File: src/rtl/mul_share_pkg.sv
// Shared widths for the multiplier-sharing controller.
package mul_share_pkg;
  localparam int unsigned OPW  = 16;
  localparam int unsigned RESW = 32;
endpackage

File: src/rtl/rr_arbiter.sv
// Round-robin single-grant arbiter: lowest requesting index at or above ptr, wrapping.
module rr_arbiter #(
  parameter  int unsigned NREQ = 3,
  localparam int unsigned IDW  = $clog2(NREQ)
) (
  input  logic [NREQ-1:0] req,
  input  logic [IDW-1:0]  ptr,
  input  logic            en,
  output logic [NREQ-1:0] grant,
  output logic [IDW-1:0]  gnt_idx,
  output logic [IDW-1:0]  ptr_next
);

  logic found;

  always_comb begin
    grant   = '0;
    gnt_idx = '0;
    found   = 1'b0;
    if (en) begin
      // First pass covers ptr..NREQ-1, second pass the wrapped range 0..ptr-1.
      for (int unsigned i = 0; i < NREQ; i++) begin
        if (!found && req[i] && (IDW'(i) >= ptr)) begin
          found    = 1'b1;
          grant[i] = 1'b1;
          gnt_idx  = IDW'(i);
        end
      end
      for (int unsigned i = 0; i < NREQ; i++) begin
        if (!found && req[i] && (IDW'(i) < ptr)) begin
          found    = 1'b1;
          grant[i] = 1'b1;
          gnt_idx  = IDW'(i);
        end
      end
    end
    ptr_next = ptr;
    if (found) begin
      ptr_next = (gnt_idx == IDW'(NREQ - 1)) ? '0 : gnt_idx + 1'b1;
    end
  end

endmodule

File: src/rtl/mul_share_ctrl.sv
// Shares one pipelined 16x16 multiplier between NREQ requesters; a tag pipeline
// routes each product back to its owner with a one-hot valid.
module mul_share_ctrl
  import mul_share_pkg::*;
#(
  parameter int unsigned NREQ    = 3,
  parameter int unsigned LATENCY = 2
) (
  input  logic                 clk,
  input  logic                 rst_n,
  input  logic                 clk_en,
  input  logic [NREQ-1:0]      req,
  input  logic [OPW*NREQ-1:0]  req_a,
  input  logic [OPW*NREQ-1:0]  req_b,
  output logic [NREQ-1:0]      grant,
  output logic                 mul_clk_en,
  output logic [OPW-1:0]       mul_dataa,
  output logic [OPW-1:0]       mul_datab,
  input  logic [RESW-1:0]      mul_result,
  output logic [NREQ-1:0]      resp_valid,
  output logic [RESW-1:0]      resp_result,
  output logic                 busy
);

  localparam int unsigned IDW = $clog2(NREQ);

  logic [IDW-1:0]     ptr_q, ptr_d, ptr_next, gnt_idx;
  logic [LATENCY-1:0] vld_q, vld_d;
  logic [IDW-1:0]     id_q [LATENCY];
  logic [IDW-1:0]     id_d [LATENCY];

  rr_arbiter #(.NREQ(NREQ)) u_arb (
    .req      (req),
    .ptr      (ptr_q),
    .en       (clk_en & rst_n),
    .grant    (grant),
    .gnt_idx  (gnt_idx),
    .ptr_next (ptr_next)
  );

  // Idle operands stay at zero so the multiplier inputs do not toggle.
  always_comb begin
    mul_dataa = '0;
    mul_datab = '0;
    for (int unsigned i = 0; i < NREQ; i++) begin
      if (grant[i]) begin
        mul_dataa = req_a[i*OPW +: OPW];
        mul_datab = req_b[i*OPW +: OPW];
      end
    end
  end

  always_comb begin
    ptr_d = ptr_q;
    vld_d = vld_q;
    id_d  = id_q;
    if (!rst_n) begin
      ptr_d = '0;
      vld_d = '0;
    end else if (clk_en) begin
      ptr_d    = ptr_next;
      vld_d[0] = |grant;
      id_d[0]  = gnt_idx;
      for (int unsigned k = 1; k < LATENCY; k++) begin
        vld_d[k] = vld_q[k-1];
        id_d[k]  = id_q[k-1];
      end
    end
  end

  always_ff @(posedge clk) begin
    ptr_q <= ptr_d;
    vld_q <= vld_d;
    id_q  <= id_d;
  end

  always_comb begin
    resp_valid = '0;
    if (vld_q[LATENCY-1] && clk_en && rst_n) begin
      for (int unsigned i = 0; i < NREQ; i++) begin
        if (id_q[LATENCY-1] == IDW'(i)) resp_valid[i] = 1'b1;
      end
    end
  end

  assign resp_result = mul_result;
  assign mul_clk_en  = clk_en;
  assign busy        = rst_n & (|vld_q);

endmodule
File: config.mk
export PLATFORM = sky130hd
export DESIGN_NAME = mul_share_ctrl
export DESIGN_NICKNAME = d
export VERILOG_FILES = /design/src/rtl/mul_share_pkg.sv /design/src/rtl/rr_arbiter.sv /design/src/rtl/mul_share_ctrl.sv
export SDC_FILE = /design/constraint.sdc
export NUM_CORES = 1
export LEC_CHECK = 0
export CORE_AREA = 2 2 80 82
export DETAILED_ROUTE_END_ITERATION = 10
export DIE_AREA = 0 0 82 84
export GPL_TIMING_DRIVEN = 0
export PLACE_DENSITY = 0.79
export SETUP_SLACK_MARGIN = 0.3
export SYNTH_ARGS = -nofsm -noshare
export SYNTH_HDL_FRONTEND = slang
export SYNTH_SLANG_ARGS = --single-unit
File: constraint.sdc
create_clock -name clk -period 2.9 [get_ports clk]
set_input_delay 0.435 -clock clk [delete_from_list [all_inputs] [get_ports clk]]
set_output_delay 0.435 -clock clk [all_outputs]
set_load 0.1 [all_outputs]
==> results of run 1 <==
## area by class of cell
cell class,instances,area (sq um)
Fill cell,569,2888
Timing Repair Buffer,173,1748
Multi-Input combinational cell,97,753.2
Buffer,44,355.3
Sequential cell,8,200.2
Tap cell,77,96.34
Clock buffer,4,45.04
Inverter,2,10.01
## cells in the mapped netlist, drive strengths merged (2+ instances only)
cell / count
o21a: 2
o21ai: 3
and2: 32
a221o: 32
buf: 44
and3: 2
nand2: 4
nor2: 3
dfxtp: 4
inv: 2
a21boi: 2
nor3b: 2
edfxtp: 4
nor2b: 3
o211a: 2
## worst max-delay path by stage
stage            from            end  slack, ns  cells past startpoint
2_1_floorplan   rst_n  resp_valid[2]      -0.51                      4
3_3_place_gp   clk_en  mul_datab[10]      -0.90                      8
3_5_place_dp   clk_en  mul_dataa[13]      -0.97                      8
4_1_cts        clk_en  mul_datab[10]       0.39                      8
5_1_grt         rst_n   mul_dataa[2]       0.29                      8
6_report       req[0]       grant[1]       0.41                      7
## through the flow
stage / util, % / area, sq um / TNS [ns] / worst slack, ns / instances
after global placement: 51.48 / 3138 / -29.19 / -0.8989 / 401
after detailed placement: 51.48 / 3138 / -31.20 / -0.9720 / 401
final: 52.63 / 3208 / 0 / 0.4113 / 405
after global routing: 52.63 / 3208 / 0 / 0.2865 / 405
after CTS: 52.46 / 3198 / 0 / 0.3942 / 405
after floorplan: - / 1310 / -1.338 / -0.5138 / 151
## routing by layer
layer / routed length, microns / up-vias / GRT usage (%)
met5: 0 / - / 0
met4: 65 / 0 / 3.939
met3: 647 / 6 / 3.463
met2: 2916 / 127 / 28.46
met1: 1927 / 825 / 15.30
li1: - / 894 / -
## critical path, delay by kind of cell
kind                   cells  cell delay, ns
buffers and inverters      4            1.15
and+or+nand+nor            3            0.47
## sequential cells by signal, indices dropped and copies added, names as in the netlist
| signal | count |
|---|---|
| vld_q | 2 |
| id_q | 4 |
| ptr_q | 2 |
## repair_timing
action | in CTS | in global routing
endpoints found under the setup margin | 40 | 13
gates cloned | 0 | 0
gates resized for setup | 247 | 4
## logic make-up after synthesis
logic type	Yosys count	share of synthesized area, %
AND/OR/NAND/NOR	50	23.00
buffers and inverters	46	27.72
flip-flops	8	15.40
multiplexers	1	0.7700
AO/OA/AOI/OAI	46	33.11
## where the power goes
part	switching, mW	internal (mW)	total (mW)	leakage [nW]
logic	0.470	0.273	0.743	1.29
clock network	0.0467	0.0955	0.142	0.0228
registers	0.00458	0.125	0.129	0.0709
==> results.json, run 1 <==
{
  "nets": 463,
  "synth_cell_type_count": 29,
  "synth_nets": 285,
  "cp_slowest_cell": "clkdlybuf4s15_2",
  "crit_chain": "dlygate4sd2_1, and2b_1, nor2_1, and3_1, buf_6, buf_6, clkdlybuf4s15_2",
  "area_delta_synth_final_pct": 146.8,
  "grtUsageTotal_pct": 14.76,
  "globalplace.congestion": 0.7003,
  "timing.rr.start": "ptr_q[1]",
  "worstSetupEndpointType": "output pin",
  "clkSinkCount": 8,
  "slew_viol_final": 0,
  "rows": 29,
  "path_class": "in2out",
  "r2r_cells": 5,
  "status": "complete, no violations",
  "hpwl_microns": 4705,
  "max_slew_margin_pct": 33.96,
  "grt_max_degree": 11,
  "synth_ff_type": "edfxtp_1",
  "layout-drive-gt1-share_pct": 29.27,
  "layout_common_cells": "clkdlybuf4s50_1, buf_4, buf_6, and2_1, a221o_1",
  "cts-htree-levels": 1,
  "synth_top_area_share_pct": 24.64,
  "timing.critical_path.from_type": "input port",
  "cts_tree": "done",
  "fp.dieH_microns": 84,
  "ant_nets": 0,
  "clockBufferDepth": 2,
  "drv_cap": 0,
  "cts_made_buffers": 3,
  "cp_slowest_stage_delay_ns": 0.56,
  "finalWirelength_microns": 5556,
  "r2r-end": "vld_q[0]",
  "min_path_type": "reg2reg",
  "setup_viol": 0,
  "period_share_pct": 85.82,
  "vdd_drop_max_mv": 0.2062,
  "grt_pass1_wl_microns": 8162,
  "cts.clk_slew.worst_paths_ns": 0.04,
  "gr-total-overflow": 0,
  "die_x_microns": 82,
  "hold_violations": 0,
  "hold_start": "id_q[2]",
  "synth-edff-count": 4,
  "die_area_sq_um": 6888,
  "antenna_cells": 0,
  "drt_first_pass_iters": 4,
  "p_per_area_nw_per_um2": 316.3,
  "rsz0062_at_grt": "true",
  "post_drt_wl_per_cell_microns": 13.72,
  "syn-cell-area_sq_um": 1300,
  "ys_ff_latch": 8,
  "p_total_mw": 1.015,
  "drcViolationCount": 0,
  "async_reset_ff_share_pct": 0,
  "grt_pass1_vias": 1835,
  "skew_ns": 0.001770,
  "antenna_found_initial": 0,
  "cp_data_arrival_time_ns": 2.05,
  "io_pins": 206,
  "min_path_cells": 0,
  "final_common_cell": "clkdlybuf4s50_1",
  "cts_root_buf": "clkbuf_8",
  "clock_latency_ns": 0.23,
  "avgSynthCellArea_sq_um": 8.609,
  "cts.hold.buffers_added": 0,
  "ys_seq_area_share_pct": 15.40,
  "portBuffers": 173,
  "post-synth-top-area-cell": "a221o_1",
  "synthCells": 151,
  "yosysWarnings": 0,
  "coreArea_sq_um": 6096,
  "period_needed_ns": 2.489,
  "first_iter_violations": 27,
  "worst_pin_slew_ns": 0.9875,
  "postCtsSetupBuffers": 0,
  "power_leakage_nw": 1.383,
  "cp_common_cell": "buf_6",
  "min_to": "id_q[0]",
  "path_max_fanout": 10,
  "ff2ff_setup_slack_ns": 1.33,
  "crit_required_ns": 2.47,
  "vias": 1852,
  "avgViaCountPerCell": 4.573,
  "synth_area_leaders": "a221o_1, buf_4, and2_1, edfxtp_1, buf_6",
  "clock.fmax_mhz": 401.8,
  "start_util_pct": 21.33,
  "whs_ns": 0.4142
}
No activity file was read; power rests on OpenSTA's default activity.
==> inputs of run 2 (changes only) <==
--- a/config.mk
+++ b/config.mk
@@ -10,7 +10,6 @@
 export DIE_AREA = 0 0 82 84
 export GPL_TIMING_DRIVEN = 0
 export PLACE_DENSITY = 0.79
-export SETUP_SLACK_MARGIN = 0.3
 export SYNTH_ARGS = -nofsm -noshare
 export SYNTH_HDL_FRONTEND = slang
 export SYNTH_SLANG_ARGS = --single-unit
==> results.json, run 2 (synthesis gave the netlist of run 1 again) <==
{
  "status": "complete, no violations",
  "largest_reg_flops": 4,
  "clkPwrFrac_pct": 13.8,
  "globalplace.congestion": 0.7443,
  "antenna_cells": 0,
  "clkSinkCount": 8,
  "switching_share_pct": 51.50,
  "cts_resized": 231,
  "worstSetupEndpointType": "output pin",
  "grt_pass1_vias": 1968,
  "die_x_microns": 82,
  "whs_ns": 0.4180,
  "p_total_mw": 1.008,
  "grt_pass1_wl_microns": 8473,
  "min_path_cells": 0,
  "start_util_pct": 21.33,
  "crit_start": "req[0]",
  "cts_tree": "done",
  "cp_data_arrival_time_ns": 2.37,
  "multi_input_area_sq_um": 743.2,
  "cts_root_buf": "clkbuf_8",
  "antenna_found_initial": 0,
  "post_drt_wl_per_cell_microns": 14.12,
  "gr-total-overflow": 0,
  "timing.critical_path.from_type": "input port",
  "setup_viol": 0,
  "power_frac_seq_pct": 12.8,
  "dp_slack_ns": -0.9513,
  "drv_cap": 0,
  "min_path_type": "reg2reg",
  "reg_top3": "id_q (4), ptr_q (2), vld_q (2)",
  "grtUsageTotal_pct": 15.32,
  "clock.fmax_mhz": 356.2,
  "die_area_sq_um": 6888,
  "period_share_pct": 96.80,
  "cts.hold.buffers_added": 0,
  "p_comb_share_pct": 73.4,
  "layout_common_cells": "clkdlybuf4s50_1, buf_4, and2_1, a221o_1, buf_6",
  "coreArea_sq_um": 6096,
  "r2r_cells": 5,
  "n_fill_cell": 578,
  "ant_nets": 0,
  "r2r-end": "vld_q[0]",
  "rsz0062_at_grt": "false",
  "finalWirelength_microns": 5720,
  "slew_viol_final": 0,
  "drcViolationCount": 0,
  "avgViaCountPerCell": 4.635,
  "cts-htree-levels": 1,
  "clockBufferDepth": 2,
  "hpwl_microns": 4938,
  "path_class": "in2out",
  "vdd_drop_max_mv": 0.1771,
  "top_register": "id_q",
  "skew_ns": 0.0004029,
  "area_delta_synth_final_pct": 144.4,
  "nets": 463,
  "p_per_area_nw_per_um2": 317.2,
  "cts.clk_slew.worst_paths_ns": 0.04,
  "final_common_cell": "clkdlybuf4s50_1",
  "crit_end": "mul_datab[1]",
  "max_slew_margin_pct": 34.30,
  "power_switching_uw": 519.0,
  "layout-drive-gt1-share_pct": 26.83,
  "path_max_fanout": 10,
  "io_pins": 206,
  "crit_required_ns": 2.47,
  "fp.dieH_microns": 84,
  "clock_latency_ns": 0.23,
  "power_leakage_nw": 1.383,
  "rows": 29,
  "timing.rr.start": "ptr_q[1]",
  "worst_pin_slew_ns": 0.9824,
  "portBuffers": 173,
  "grt_max_degree": 11,
  "drt_first_pass_iters": 4,
  "ff2ff_setup_slack_ns": 1.34,
  "hold_violations": 0,
  "vias": 1877,
  "period_needed_ns": 2.807,
  "first_iter_violations": 30,
  "fin_ws_ns": 0.09283,
  "postCtsSetupBuffers": 0,
  "seqCellArea_sq_um": 200.2,
  "cts_made_buffers": 3,
  "intPower_uw": 488.7
}
run 2: cell type report:
class / instances / share of cell area (%)
inverters: 2 / 0.3151
repair buffers: 173 / 54.35
plain buffers: 44 / 11.19
flip-flops and latches: 8 / 6.302
well taps: 77 / 3.033
multi-input cells: 97 / 23.40
clock buffers: 4 / 1.418
run 2: how the worst min path moves through the flow:
stage / startpoint / endpoint
3_5_place_dp: id_q[2] / id_q[0]
3_3_place_gp: id_q[3] / id_q[1]
6_report: id_q[2] / id_q[0]
2_1_floorplan: id_q[2] / id_q[0]
5_1_grt: id_q[3] / id_q[1]
4_1_cts: id_q[2] / id_q[0]
run 2: power groups by stage:
stage	combinational, mW	sequential (mW)	clock (mW)
after global routing	0.765	0.130	0.148
after CTS	0.742	0.129	0.144
after detailed placement	0.738	0.131	0
final	0.739	0.129	0.139
after global placement	0.733	0.131	0
after floorplan	0.489	0.130	0
run 2: layer usage:
layer / wire length (microns) / track usage [%]
met1: 1907 / 15.07
met2: 3167 / 31.04
met3: 573 / 2.814
met4: 72 / 3.939
met5: 0 / 0
run 2: critical path, cell delays in order:
cell,delay [ns]
clkdlybuf4s50_1,0.60
and2b_1,0.18
nor2_1,0.05
and3_1,0.19
buf_6,0.14
buf_6,0.13
a221o_1,0.35
buf_2,0.30
run 2: per-stage QoR:
step / TNS (ns) / std cells / area (sq um) / utilization (%)
after global routing: 0 / 405 / 3177 / 52.11
final: 0 / 405 / 3177 / 52.11
after detailed placement: -31.54 / 401 / 3128 / 51.31
after CTS: 0 / 405 / 3157 / 51.79
after global placement: -30.21 / 401 / 3128 / 51.31
after floorplan: -1.338 / 151 / 1300 / -
